## config.mk

```make
export PLATFORM = sky130hd
export DESIGN_NAME = accumulator_fixed_point_16_bit_flat
export DESIGN_NICKNAME = d
export VERILOG_FILES = /design/src/rtl/accumulator_fixed_point_16_bit_if.sv /design/src/rtl/accumulator_fixed_point_16_bit.sv /design/src/flat_wrapper.sv
export SDC_FILE = /design/constraint.sdc
export NUM_CORES = 1
export LEC_CHECK = 0
export ABC_AREA = 1
export BUFFER_PORTS_ARGS = -buffer_cell sky130_fd_sc_hd__buf_4
export CORE_UTILIZATION = 53
export DETAILED_ROUTE_END_ITERATION = 8
export PLACE_DENSITY = 0.73
export SYNTH_ARGS = -nofsm -noshare
export SYNTH_HDL_FRONTEND = slang
export SYNTH_SLANG_ARGS = --single-unit
```

## constraint.sdc

```tcl
create_clock -name clk -period 10.33 [get_ports clk]
set_input_delay 2.066 -clock clk [delete_from_list [all_inputs] [get_ports clk]]
set_output_delay 2.066 -clock clk [all_outputs]
set_load 0.01 [all_outputs]
```

## src/rtl/accumulator_fixed_point_16_bit_if.sv

```systemverilog
// accumulator_fixed_point_16_bit_if: start/valid handshake and data bus of the fixed-point accumulator
interface accumulator_fixed_point_16_bit_if #(parameter int N = 16);
    logic         start;
    logic [N-1:0] bias;
    logic         in_valid;
    logic [N-1:0] in_data;
    logic         in_overflow;
    logic         busy;
    logic         out_valid;
    logic [N-1:0] out_data;
    logic         out_overflow;
    modport master (output start, bias, in_valid, in_data, in_overflow,
                    input  busy, out_valid, out_data, out_overflow);
    modport slave  (input  start, bias, in_valid, in_data, in_overflow,
                    output busy, out_valid, out_data, out_overflow);
endinterface

```

## src/rtl/accumulator_fixed_point_16_bit.sv

```systemverilog
// accumulator_fixed_point_16_bit: sums LEN sign-magnitude Q4.12 products onto a bias, saturated result.
// Define ACCUMULATOR_RELU_EN to clamp negative results to zero after saturation.
module accumulator_fixed_point_16_bit #(
    parameter int N     = 16,
    parameter int Q     = 12,
    parameter int LEN   = 8,
    parameter int GUARD = 4
) (
    input logic clk,
    input logic rst,
    accumulator_fixed_point_16_bit_if.slave bus
);
    localparam int A  = N + GUARD;
    localparam int CW = $clog2(LEN + 1);
    localparam logic [A-1:0] MAX = A'((1 << (N - 1)) - 1);
    if (GUARD < $clog2(LEN + 1) || Q >= N || LEN < 1) begin : g_cfg_err
        $error("accumulator_fixed_point_16_bit: invalid parameter set");
    end
    typedef enum logic [1:0] {IDLE, ACCUM, FINISH} state_t;
    state_t        state_q, state_d;
    logic [A-1:0]  acc_q, acc_d;
    logic [CW-1:0] cnt_q, cnt_d;
    logic          sticky_q, sticky_d;
    logic [N-1:0]  res_q, res_d, hold_q, hold_d;
    logic          res_ovf_q, res_ovf_d, hold_ovf_q, hold_ovf_d;
    logic [A-1:0]  sum, mag;
    logic          neg, sat;
    logic [N-1:0]  word;
    function automatic logic [A-1:0] to_tc(input logic [N-1:0] x);
        logic [A-1:0] m;
        m = {{(GUARD + 1){1'b0}}, x[N-2:0]};
        return x[N-1] ? -m : m;
    endfunction
    // Final sum is formed on the last accepted term so the result is registered on entry to FINISH
    always_comb begin
        sum = acc_q + to_tc(bus.in_data);
        neg = sum[A-1];
        mag = neg ? -sum : sum;
        sat = mag > MAX;
`ifdef ACCUMULATOR_RELU_EN
        word = neg ? '0 : {1'b0, sat ? MAX[N-2:0] : mag[N-2:0]};
`else
        word = {neg, sat ? MAX[N-2:0] : mag[N-2:0]};
`endif
        state_d    = state_q;
        acc_d      = acc_q;
        cnt_d      = cnt_q;
        sticky_d   = sticky_q;
        res_d      = res_q;
        res_ovf_d  = res_ovf_q;
        hold_d     = hold_q;
        hold_ovf_d = hold_ovf_q;
        if (bus.start) begin
            state_d  = ACCUM;
            acc_d    = to_tc(bus.bias);
            cnt_d    = '0;
            sticky_d = 1'b0;
        end else if (state_q == ACCUM && bus.in_valid) begin
            acc_d    = sum;
            sticky_d = sticky_q | bus.in_overflow;
            cnt_d    = cnt_q + CW'(1);
            if (cnt_q == CW'(LEN - 1)) begin
                state_d   = FINISH;
                res_d     = word;
                res_ovf_d = sticky_d | sat;
            end
        end else if (state_q == FINISH) begin
            state_d    = IDLE;
            hold_d     = res_q;
            hold_ovf_d = res_ovf_q;
        end
    end
    always_ff @(posedge clk) begin
        if (rst) begin
            state_q    <= IDLE;
            acc_q      <= '0;
            cnt_q      <= '0;
            sticky_q   <= 1'b0;
            res_q      <= '0;
            res_ovf_q  <= 1'b0;
            hold_q     <= '0;
            hold_ovf_q <= 1'b0;
        end else begin
            state_q    <= state_d;
            acc_q      <= acc_d;
            cnt_q      <= cnt_d;
            sticky_q   <= sticky_d;
            res_q      <= res_d;
            res_ovf_q  <= res_ovf_d;
            hold_q     <= hold_d;
            hold_ovf_q <= hold_ovf_d;
        end
    end
    // A start landing on FINISH cancels delivery; the previously delivered result stays visible
    assign bus.busy         = state_q != IDLE;
    assign bus.out_valid    = state_q == FINISH && !bus.start;
    assign bus.out_data     = bus.out_valid ? res_q : hold_q;
    assign bus.out_overflow = bus.out_valid ? res_ovf_q : hold_ovf_q;
endmodule

```

## src/flat_wrapper.sv

```systemverilog
// flat-port wrapper written by rule: the top's interface ports become plain ports
module accumulator_fixed_point_16_bit_flat 
#(
    parameter int N     = 16,
    parameter int Q     = 12,
    parameter int LEN   = 8,
    parameter int GUARD = 4
)
  (clk, rst, bus_start, bus_bias, bus_in_valid, bus_in_data, bus_in_overflow, bus_busy, bus_out_valid, bus_out_data, bus_out_overflow);
  accumulator_fixed_point_16_bit_if #(.N(N)) bus_i ();
  input logic clk;
  input logic rst;
  input wire logic [$bits(bus_i.start)-1:0] bus_start;
  input wire logic [$bits(bus_i.bias)-1:0] bus_bias;
  input wire logic [$bits(bus_i.in_valid)-1:0] bus_in_valid;
  input wire logic [$bits(bus_i.in_data)-1:0] bus_in_data;
  input wire logic [$bits(bus_i.in_overflow)-1:0] bus_in_overflow;
  output wire logic [$bits(bus_i.busy)-1:0] bus_busy;
  output wire logic [$bits(bus_i.out_valid)-1:0] bus_out_valid;
  output wire logic [$bits(bus_i.out_data)-1:0] bus_out_data;
  output wire logic [$bits(bus_i.out_overflow)-1:0] bus_out_overflow;
  assign bus_i.start = bus_start;
  assign bus_i.bias = bus_bias;
  assign bus_i.in_valid = bus_in_valid;
  assign bus_i.in_data = bus_in_data;
  assign bus_i.in_overflow = bus_in_overflow;
  assign bus_busy = bus_i.busy;
  assign bus_out_valid = bus_i.out_valid;
  assign bus_out_data = bus_i.out_data;
  assign bus_out_overflow = bus_i.out_overflow;
  accumulator_fixed_point_16_bit #(.N(N), .Q(Q), .LEN(LEN), .GUARD(GUARD)) u_core (.clk(clk), .rst(rst), .bus(bus_i));
endmodule
```

# ---- Word level (Yosys, flattened, before mapping)
# Index checks and enable logic that the tools add are counted.
dict set report classes {
  n_bitwise 4
  n_eq_ne 5
  mux 12
  n_shift 0
  n_lt_le_gt_ge 1
  add_sub_neg 5
  n_div 0
  n_mul 0
  reduce_logical 12
}
# operator count
set ops {}
lappend ops {{$mux 20} 5}
lappend ops {{$neg 15->20} 2}
lappend ops {{$add 20x20->20} 1}
lappend ops {{$gt 20x15->1 const B} 1}
lappend ops {{$neg 20->20} 1}
lappend ops {{$mux 16} 1}
lappend ops {{$mux 15} 1}
lappend ops {{$mux 2} 3}
lappend ops {{$reduce_and 3->1} 2}
lappend ops {{$reduce_bool 2->1} 3}
lappend ops {{$add 4x1->4 const B} 1}
lappend ops {{$eq 4x3->1 const B} 1}
lappend ops {{$reduce_and 2->1} 2}
lappend ops {{$ne 3x3->1 const B} 1}
lappend ops {{$reduce_bool 3->1} 1}
lappend ops {{$eq 2x1->1 const B} 1}
lappend ops {{$eq 2x2->1 const B} 1}
lappend ops {{$logic_and 1x1->1} 2}
lappend ops {{$mux 1} 2}
lappend ops {{$ne 2x2->1 const B} 1}
lappend ops {{$not 1->1} 2}
lappend ops {{$or 1x1->1} 2}
lappend ops {{$reduce_or 2->1} 1}
lappend ops {{$logic_not 1->1} 1}
dict set report word_totals {
  mem_bits_rw 0
  ff_bits 61
  latch_bits 0
  wordCells 48
  mem_count 0
  rom_bits 0
  inputBits 37
  out_inout_bits 19
}

# ---- Longest topological paths before layout
# Gate-level depths: netlist (run 1).
dict set report depth {
  depth_word 7
  ltp_mapped 27
  depth_no_buf 26
}

# ---- Worst setup path before layout (run 1)
# No wires, ideal clock.
dict set report synth_timing {
  kind {in2out}
  start {input port bus_start}
  end {output port bus_out_data[10]}
  arrival_time_ps 3053
  n_path_buf 1
  path_stages 7
  required_ps 8264
  setup_slack_ps 5211
  cell_sequence {nor2_1 > nand2_1 > inv_1 > clkbuf_1 > or2_2 > o21ai_0 > inv_1}
}
dict set report synth_between {
  elab_chain_cells 3
}
# item line_no
set synth_rtl {}
lappend synth_rtl {{start, declared} flat_wrapper.sv:13} ;# input wire logic [$bits(bus_i.start)-1:0] bus_start;
lappend synth_rtl {{$logic_not 1->1} accumulator_fixed_point_16_bit.sv:96} ;# assign bus.out_valid = state_q == FINISH && !bus.start;
lappend synth_rtl {{$logic_and 1x1->1} accumulator_fixed_point_16_bit.sv:96}
lappend synth_rtl {{named net bus_out_valid} flat_wrapper.sv:19} ;# output wire logic [$bits(bus_i.out_valid)-1:0] bus_out_valid;
lappend synth_rtl {{$mux 16} accumulator_fixed_point_16_bit.sv:97} ;# assign bus.out_data = bus.out_valid ? res_q : hold_q;
lappend synth_rtl {{end, declared} flat_wrapper.sv:20} ;# output wire logic [$bits(bus_i.out_data)-1:0] bus_out_data;
# The timed path passes the listed nets, and every way through them passes these cells.

# ---- Worst setup path after layout (run 1)
dict set report layout_timing {
  start {input port bus_start}
  end {output port bus_out_overflow}
}
dict set report layout_between {
  elab_chain_cells 3
}
# item line_no
set layout_rtl {}
lappend layout_rtl {{$logic_not 1->1} accumulator_fixed_point_16_bit.sv:96}
lappend layout_rtl {{$logic_and 1x1->1} accumulator_fixed_point_16_bit.sv:96}
lappend layout_rtl {{$mux 1} accumulator_fixed_point_16_bit.sv:98} ;# assign bus.out_overflow = bus.out_valid ? res_ovf_q : hold_ovf_q;
lappend layout_rtl {{end, declared} flat_wrapper.sv:21} ;# output wire logic [$bits(bus_i.out_overflow)-1:0] bus_out_overflow;
# No other way between the ends.

==> run metrics, run 1 <==
status=completed; Worst Tran Pin Value=1.12 ns; Pwr Density=133 mW/mm²; Multi-input gate area=0.00311 mm²; slew margin rel.=24.8%; Worst EP arrival=3.85 ns; Critical Path End=bus_out_overflow; GP Congestion=0.877; CTS tree=built; Post-synth EDFFs=0; Reg area=0.00122 mm²; Hold Crit Class=reg2reg; Worst path slowest cell=nand2_1; FF-to-FF End=u_core.res_q[7]$_SDFFE_PP0P_; Detailed Route Iter0 Violations=301; Seq/Total Area, Yosys=24.8%; distinct cell type count after synthesis=39; root buffer cell=clkbuf_8; antenna cells=0; Yosys reg bits=61; FF-to-FF setup slack=7.26 ns; fmax=169 MHz; DRC violations left=0; WS Path Type=in2out; Mapped Cells=807; asr flop ratio synth=0%; worst vdd ir=0.0696 mV; Max Slew Vio Count=0; PortBufs=55; total gr overflow=0; Core Rows=34; max layer used=met4; metal2 WL=6.15 mm; fraction of the mapped netlist area in adder cells=6.24%; area growth from synthesis to layout=13.7%; post-route ant nets=0; dominant synthesized flop cell=dfxtp_1; Tcrit/Tclk final=57.3%; fin cells=967; vias in the first global route=4,823; largest cells by area after synthesis=dfxtp_1 25%, nand2_1 15%, inv_1 9.9%; Metal-1 WL=6.78 mm; Inserted Clock Buffers=9; total number of vias=5,244; CTS Sinks=61; Mapped Area=0.00493 mm²; drt pass-1 iters=6; Synth Area in Compound Gates=17.8%; Worst EP required=8.26 ns; P_leak=0.00300 µW; placed insts=951; Synth Net Count=868; CP startpoint=bus_start; Avg Synthesized Cell Area=6.11 µm²; # fillers=902; startpoint class of the critical path=input pin; metal3 WL=782 µm; Die W=98.4 µm; crit path max fanout=22; fraction of layout cells with a size suffix above 1=15.3%; # resized after CTS=0; WL final=13.9 mm; die area=0.00969 mm²; worst skew pair latency=0.35 ns; hold_buf cts=0; first-pass GRT wire length=23.2 mm; Die H=98.4 µm; Starting Density=55.7%; main combinational cell family by area after synthesis=simple AND/OR/NAND/NOR gates; synthesis warning total=0; type of destination of the critical path=output port; Tot GR Track Use=29.9%; Final setup viols=0; Via-to-Cell Ratio=5.42; post-synth top area cell=dfxtp_1; Tmin final=5.92 ns; Layout Skew=0.0133 ns; R2R cell count=19; FF-to-FF Start=u_core.acc_q[0]$_SDFFE_PP0P_; Ports=56; # Post-CTS Setup Buffers=0; clock slew at reported path FFs=0.08 ns; Max H-tree Level=3; Post-DP HPWL=11.1 mm; multiplexer share of the synthesized area=0%; Final nets=915; largest net degree at the start of global routing=32; initial antenna violation count=0; core region area=0.00885 mm²; commonest cells in the netlist=198 x nand2_1, 130 x inv_1, 75 x nor2_1, 73 x o21ai_0, 61 x dfxtp_1; CP max stage delay=0.41 ns; XOR/XNOR share of the synthesized area=2.84%; setup tns final=0 ns; most common cell in the netlist=nand2_1; Synth Area in Simple Gates=36.2%; largest buffer count on any clock path=2; RSZ-0062 raised after global routing=false; worst-path cell chain=buf_4, nor2_1, nand2_1, inv_1, or2_2, o21ai_0, inv_1, buf_4; Yosys top cell area share=24.8%; Max Cap Violations=0; Wirelength per Cell=14.4 µm; Final Hold Fails=0
==> registers in the layout, summed over array words and instances (netlist names) <==
signal             count
u_core.state_q         2
u_core.sticky_q        1
u_core.hold_q         16
u_core.hold_ovf_q      1
u_core.res_q          16
u_core.cnt_q           4
u_core.res_ovf_q       1
u_core.acc_q          20
==> metal layers <==
layer  track usage (%)  vias up
li1                  -     2706
met1              42.1     2377
met2              47.6      138
met3              5.04       23
met4              7.92        0
met5                 0        -
==> placed cells by master (no fill, tap or decap), types with 9 or more instances in the layout <==
cell type  count
xor2_1        10
a21oi_1       49
a21oi_2       10
buf_4         56
dfxtp_1       61
nand3_1       42
or2_2         18
clkbuf_8       9
nand4_1       11
nor2_1        75
ha_1          23
nand2_2       15
inv_1        130
a31oi_1        9
nand2_1      198
o21ai_0       73
nor3_1        10
==> area by class of cell <==
cell class	count	area share, %
clock buffers	9	2.21
multi-input cells	594	55.5
inverters	132	8.84
repair buffers	56	7.50
well taps	108	2.41
clock inverters	7	1.76
flip-flops and latches	61	21.8
==> critical path, delay by kind of cell <==
kind / cells / cell delay, ns
buffers and inverters: 4 / 0.81
and+or+nand+nor: 3 / 0.86
AOI/OAI and AO/OA: 1 / 0.12
==> power breakdown <==
| part | internal [µW] | leakage [µW] | switching [µW] | total (µW) |
|---|---|---|---|---|
| registers | 242 | 0.000496 | 7.28 | 250 |
| clock network | 137 | 0.000110 | 109 | 246 |
| logic | 79.5 | 0.00239 | 172 | 252 |
==> worst min path at each step <==
stage	startpoint	to	cells after the start
3_5_place_dp	u_core.cnt_q[3]$_SDFFE_PP0P_	u_core.cnt_q[3]$_SDFFE_PP0P_	2
2_1_floorplan	u_core.sticky_q$_SDFFE_PP0P_	u_core.sticky_q$_SDFFE_PP0P_	2
4_1_cts	u_core.cnt_q[3]$_SDFFE_PP0P_	u_core.cnt_q[3]$_SDFFE_PP0P_	2
5_1_grt	u_core.cnt_q[2]$_SDFFE_PP0P_	u_core.cnt_q[2]$_SDFFE_PP0P_	2
6_report	u_core.cnt_q[3]$_SDFFE_PP0P_	u_core.cnt_q[3]$_SDFFE_PP0P_	2
3_3_place_gp	u_core.sticky_q$_SDFFE_PP0P_	u_core.sticky_q$_SDFFE_PP0P_	2
==> cells by family after synthesis <==
logic type	after synthesis
AND/OR/NAND/NOR	397
buffers and inverters	152
AO/OA/AOI/OAI	157
flip-flops	61
adder cells (fa/ha/maj)	24
XOR/XNOR	16
==> per-stage QoR <==
step / utilization (%) / area, µm² / hold slack (ns) / setup slack, ns / total power [µW]
after floorplan: - / 4930 / 0.438 / 5.21 / 435
after global placement: 60.8 / 5380 / 0.456 / 4.49 / 498
after detailed placement: 60.8 / 5380 / 0.465 / 4.30 / 501
after CTS: 63.3 / 5610 / 0.476 / 4.42 / 746
after global routing: 63.3 / 5610 / 0.509 / 4.14 / 791
final: 63.3 / 5610 / 0.477 / 4.41 / 747
Note: power is estimated with default switching activity, not from simulation.
==> run 2, diff against run 1 <==
--- a/config.mk
+++ b/config.mk
@@ -5,11 +5,11 @@
 export SDC_FILE = /design/constraint.sdc
 export NUM_CORES = 1
 export LEC_CHECK = 0
-export ABC_AREA = 1
+export ABC_AREA = 0
 export BUFFER_PORTS_ARGS = -buffer_cell sky130_fd_sc_hd__buf_4
 export CORE_UTILIZATION = 53
 export DETAILED_ROUTE_END_ITERATION = 8
-export PLACE_DENSITY = 0.73
+export PLACE_DENSITY = 0.76
 export SYNTH_ARGS = -nofsm -noshare
 export SYNTH_HDL_FRONTEND = slang
 export SYNTH_SLANG_ARGS = --single-unit
==> constraint.sdc (replaced) <==
create_clock -name clk -period 5.3 [get_ports clk]
set_input_delay 1.06 -clock clk [delete_from_list [all_inputs] [get_ports clk]]
set_output_delay 1.06 -clock clk [all_outputs]
set_load 0.01 [all_outputs]
==> run 2 against run 1 <==
Final area grew 11%. Worst setup slack lost 4.4 ns. Non-clock buffer count is 70 higher. Die area shrank 2.0%. Utilization up 7.6 points. Clock skew fell by 0.0042 ns. Critical path depth is 11 higher. Power is 130% higher. Hold slack improved by 0.022 ns. Sequential power up 94%. Synthesized area fell by 2.1%.
==> run metrics, run 2 <==
Largest regs=u_core.acc_q (20), u_core.hold_q (16), u_core.res_q (16) (unchanged); Synth Net Count=646 (was 868); Wirelength per Cell=16.5 µm (was 14.4 µm); commonest cells in the netlist=61 x dfxtp_1, 57 x nor2_1, 52 x nand2_1, 36 x a21oi_1, 33 x xnor2_1 (was 198 x nand2_1, 130 x inv_1, 75 x nor2_1, 73 x o21ai_0, 61 x dfxtp_1); Max Cap Violations=0 (unchanged); Post-DP HPWL=9.90 mm (was 11.1 mm); total number of vias=4,756 (was 5,244); hold_buf cts=0 (unchanged); Die W=97.4 µm (was 98.4 µm); Via-to-Cell Ratio=5.91 (was 5.42); most frequent cells in the layout=123 x buf_4, 61 x dfxtp_1, 52 x nor2_1 (was 198 x nand2_1, 130 x inv_1, 75 x nor2_1); Tmin final=5.25 ns; CP max stage delay=0.55 ns (was 0.41 ns); worst-path cell chain=buf_4, or4_4, or3_4, o21ai_4, xnor2_2, ha_1, and3_4, buf_4, a31o_2, buf_4, a221o_2, buf_4, and2b_2, o41ai_4, a21oi_2, a2111oi_4, buf_4, clkbuf_16, a211oi_2 (was buf_4, nor2_1, nand2_1, inv_1, or2_2, o21ai_0, inv_1, buf_4); Hold Crit Class=reg2reg (unchanged); Layout Skew=0.00906 ns (was 0.0133 ns); WL final=13.3 mm (was 13.9 mm); area growth from synthesis to layout=28.7% (was 13.7%); PortBufs=55 (unchanged); largest buffer count on any clock path=2 (unchanged); total gr overflow=0 (unchanged); Die H=97.4 µm (was 98.4 µm); largest net degree at the start of global routing=57 (was 32); Max H-tree Level=3 (unchanged); fraction of layout cells with a size suffix above 1=33.6% (was 15.3%); Largest Register=u_core.acc_q (unchanged); Final setup viols=0 (unchanged); Final nets=753 (was 915); Worst EP required=5.50 ns (was 8.26 ns); worst skew pair latency=0.34 ns (was 0.35 ns); synthesis warning total=0 (unchanged); P_leak=0.00256 µW (was 0.00300 µW); root buffer cell=clkbuf_8 (unchanged); die area=0.00950 mm² (was 0.00969 mm²); post-synth top area cell=dfxtp_1 (unchanged); Crit path top cell by count=buf_4; CTS tree=built (unchanged); max reg flops=20 (unchanged); type of destination of the critical path=register (was output port); WS Path Type=in2reg (was in2out); Mapped Cells=585 (was 807); Avg Synthesized Cell Area=8.25 µm² (was 6.11 µm²); CTS Sinks=61 (unchanged); drt pass-1 iters=4 (was 6); placed inst area=0.00574 mm² (was 0.00538 mm²); crit path max fanout=8 (was 22); status=completed (unchanged); first-pass GRT wire length=21.2 mm (was 23.2 mm); distinct cell type count after synthesis=72 (was 39); Inserted Clock Buffers=9 (unchanged); slew margin rel.=41.4% (was 24.8%); Tcrit/Tclk final=99.0%; Tot GR Track Use=27.3% (was 29.9%); Worst path slowest cell=or4_4 (was nand2_1); Worst EP arrival=5.45 ns (was 3.85 ns); dominant synthesized flop cell=dfxtp_1 (unchanged); largest cells by area after synthesis=dfxtp_1 25%, xnor2_1 6.0%, ha_1 6.0% (was dfxtp_1 25%, nand2_1 15%, inv_1 9.9%); initial antenna violation count=0 (unchanged); Mapped Area=0.00483 mm² (was 0.00493 mm²); fmax=191 MHz; Yosys reg bits=61 (unchanged); antenna cells=0 (unchanged); Tot Pwr=1690 µW (was 747 µW); vias in the first global route=4,522 (was 4,823); Pwr Density=271 mW/mm² (was 133 mW/mm²); Ports=56 (unchanged); worst vdd ir=0.191 mV (was 0.0696 mV); post-route ant nets=0 (unchanged); core region area=0.00876 mm² (was 0.00885 mm²); asr flop ratio synth=0% (unchanged); Seq/Total Area, Yosys=25.3% (was 24.8%); GP Congestion=0.934 (was 0.877); clock slew at reported path FFs=0.08 ns (about the same); DRC violations left=0 (unchanged); Worst Tran Pin Value=0.871 ns (was 1.12 ns); startpoint class of the critical path=input pin (unchanged); most common cell in the netlist=dfxtp_1 (was nand2_1); Core Rows=34 (unchanged); Yosys top cell area share=25.3% (was 24.8%); Post-synth EDFFs=0 (unchanged); Final Hold Fails=0 (unchanged); Starting Density=55.1% (was 55.7%); CP delay by family, top=compound AO/OA/AOI/OAI gates (was simple AND/OR/NAND/NOR gates); Max Slew Vio Count=0 (unchanged); worst path bufs/invs=6 (was 4); Final Cell Area=0.00621 mm² (was 0.00561 mm²); Detailed Route Iter0 Violations=190 (was 301); most common cell after layout, fill and taps aside=buf_4 (was nand2_1)
-- run 2: per-stage QoR --
stage | util, % | setup TNS [ns] | instances | hold WS, ns | setup WS (ns)
floorplan | - | 0 | 585 | 0.437 | 0.0189
finish | 70.9 | 0 | 805 | 0.499 | 0.0516
global route | 70.9 | -0.686 | 805 | 0.522 | -0.0572
global placement | 65.5 | -1.15 | 779 | 0.456 | -0.0807
CTS | 67.7 | 0 | 795 | 0.492 | 0.169
detailed placement | 65.5 | -2.75 | 779 | 0.482 | -0.187
-- run 2: cells by family (layout without fill, tap and decap cells) --
family | count (synthesis) | count (layout) | synth area share, %
adders and majority gates | 24 | 24 | 6.37
and+or+nand+nor | 206 | 206 | 21.0
muxes | 18 | 18 | 4.17
DFF | 61 | 61 | 25.3
AOI/OAI and AO/OA | 177 | 177 | 28.1
buffers and inverters | 43 | 155 | 4.56
xor gates and xnor gates | 56 | 56 | 10.5
-- run 2: timing repair --
action,in CTS,in global routing
buffers inserted,0,9
setup endpoints to repair,0,16
gates resized for setup,0,41
-- run 2: power breakdown --
part | internal (µW) | switching (µW) | leakage [µW] | total, µW
clock network | 219 | 198 | 0.000104 | 417
registers | 473 | 13.3 | 0.000497 | 486
logic | 361 | 422 | 0.00196 | 783
-- run 2: routing by layer --
metal | global-route usage (%) | part of all wire (%)
met5 | 0 | 0
met4 | 8.37 | 2.2
met3 | 3.74 | 3.6
met2 | 49.0 | 50
met1 | 33.7 | 44
-- run 2: path summary, 6_finish.rpt --
check                                             startpoint                            end  slack [ns]  cells after the start
worst min-delay path            u_core.cnt_q[1]$_SDFFE_PP0P_   u_core.cnt_q[1]$_SDFFE_PP0P_        0.50                      2
worst min register to register  u_core.cnt_q[1]$_SDFFE_PP0P_   u_core.cnt_q[1]$_SDFFE_PP0P_        0.50                      2
worst max-delay path                          bus_in_data[4]  u_core.res_q[11]$_SDFFE_PP0P_        0.05                     19
worst max register to register  u_core.acc_q[0]$_SDFFE_PP0P_  u_core.res_q[11]$_SDFFE_PP0P_        1.37                     15
-- run 2: worst min-delay path, cell delays in order (launching register included) --
cell	delay [ns]
dfxtp_1	0.33
nand2_1	0.07
a21oi_1	0.06
-- run 2: area by class of cell --
type / instances / area [µm²]
Timing Repair Buffer: 126 / 980
Tap cell: 108 / 135
Inverter: 13 / 48.8
Clock buffer: 9 / 124
Clock inverter: 7 / 75.1
Fill cell: 697 / 2550
Sequential cell: 61 / 1220
Multi-Input combinational cell: 481 / 3630
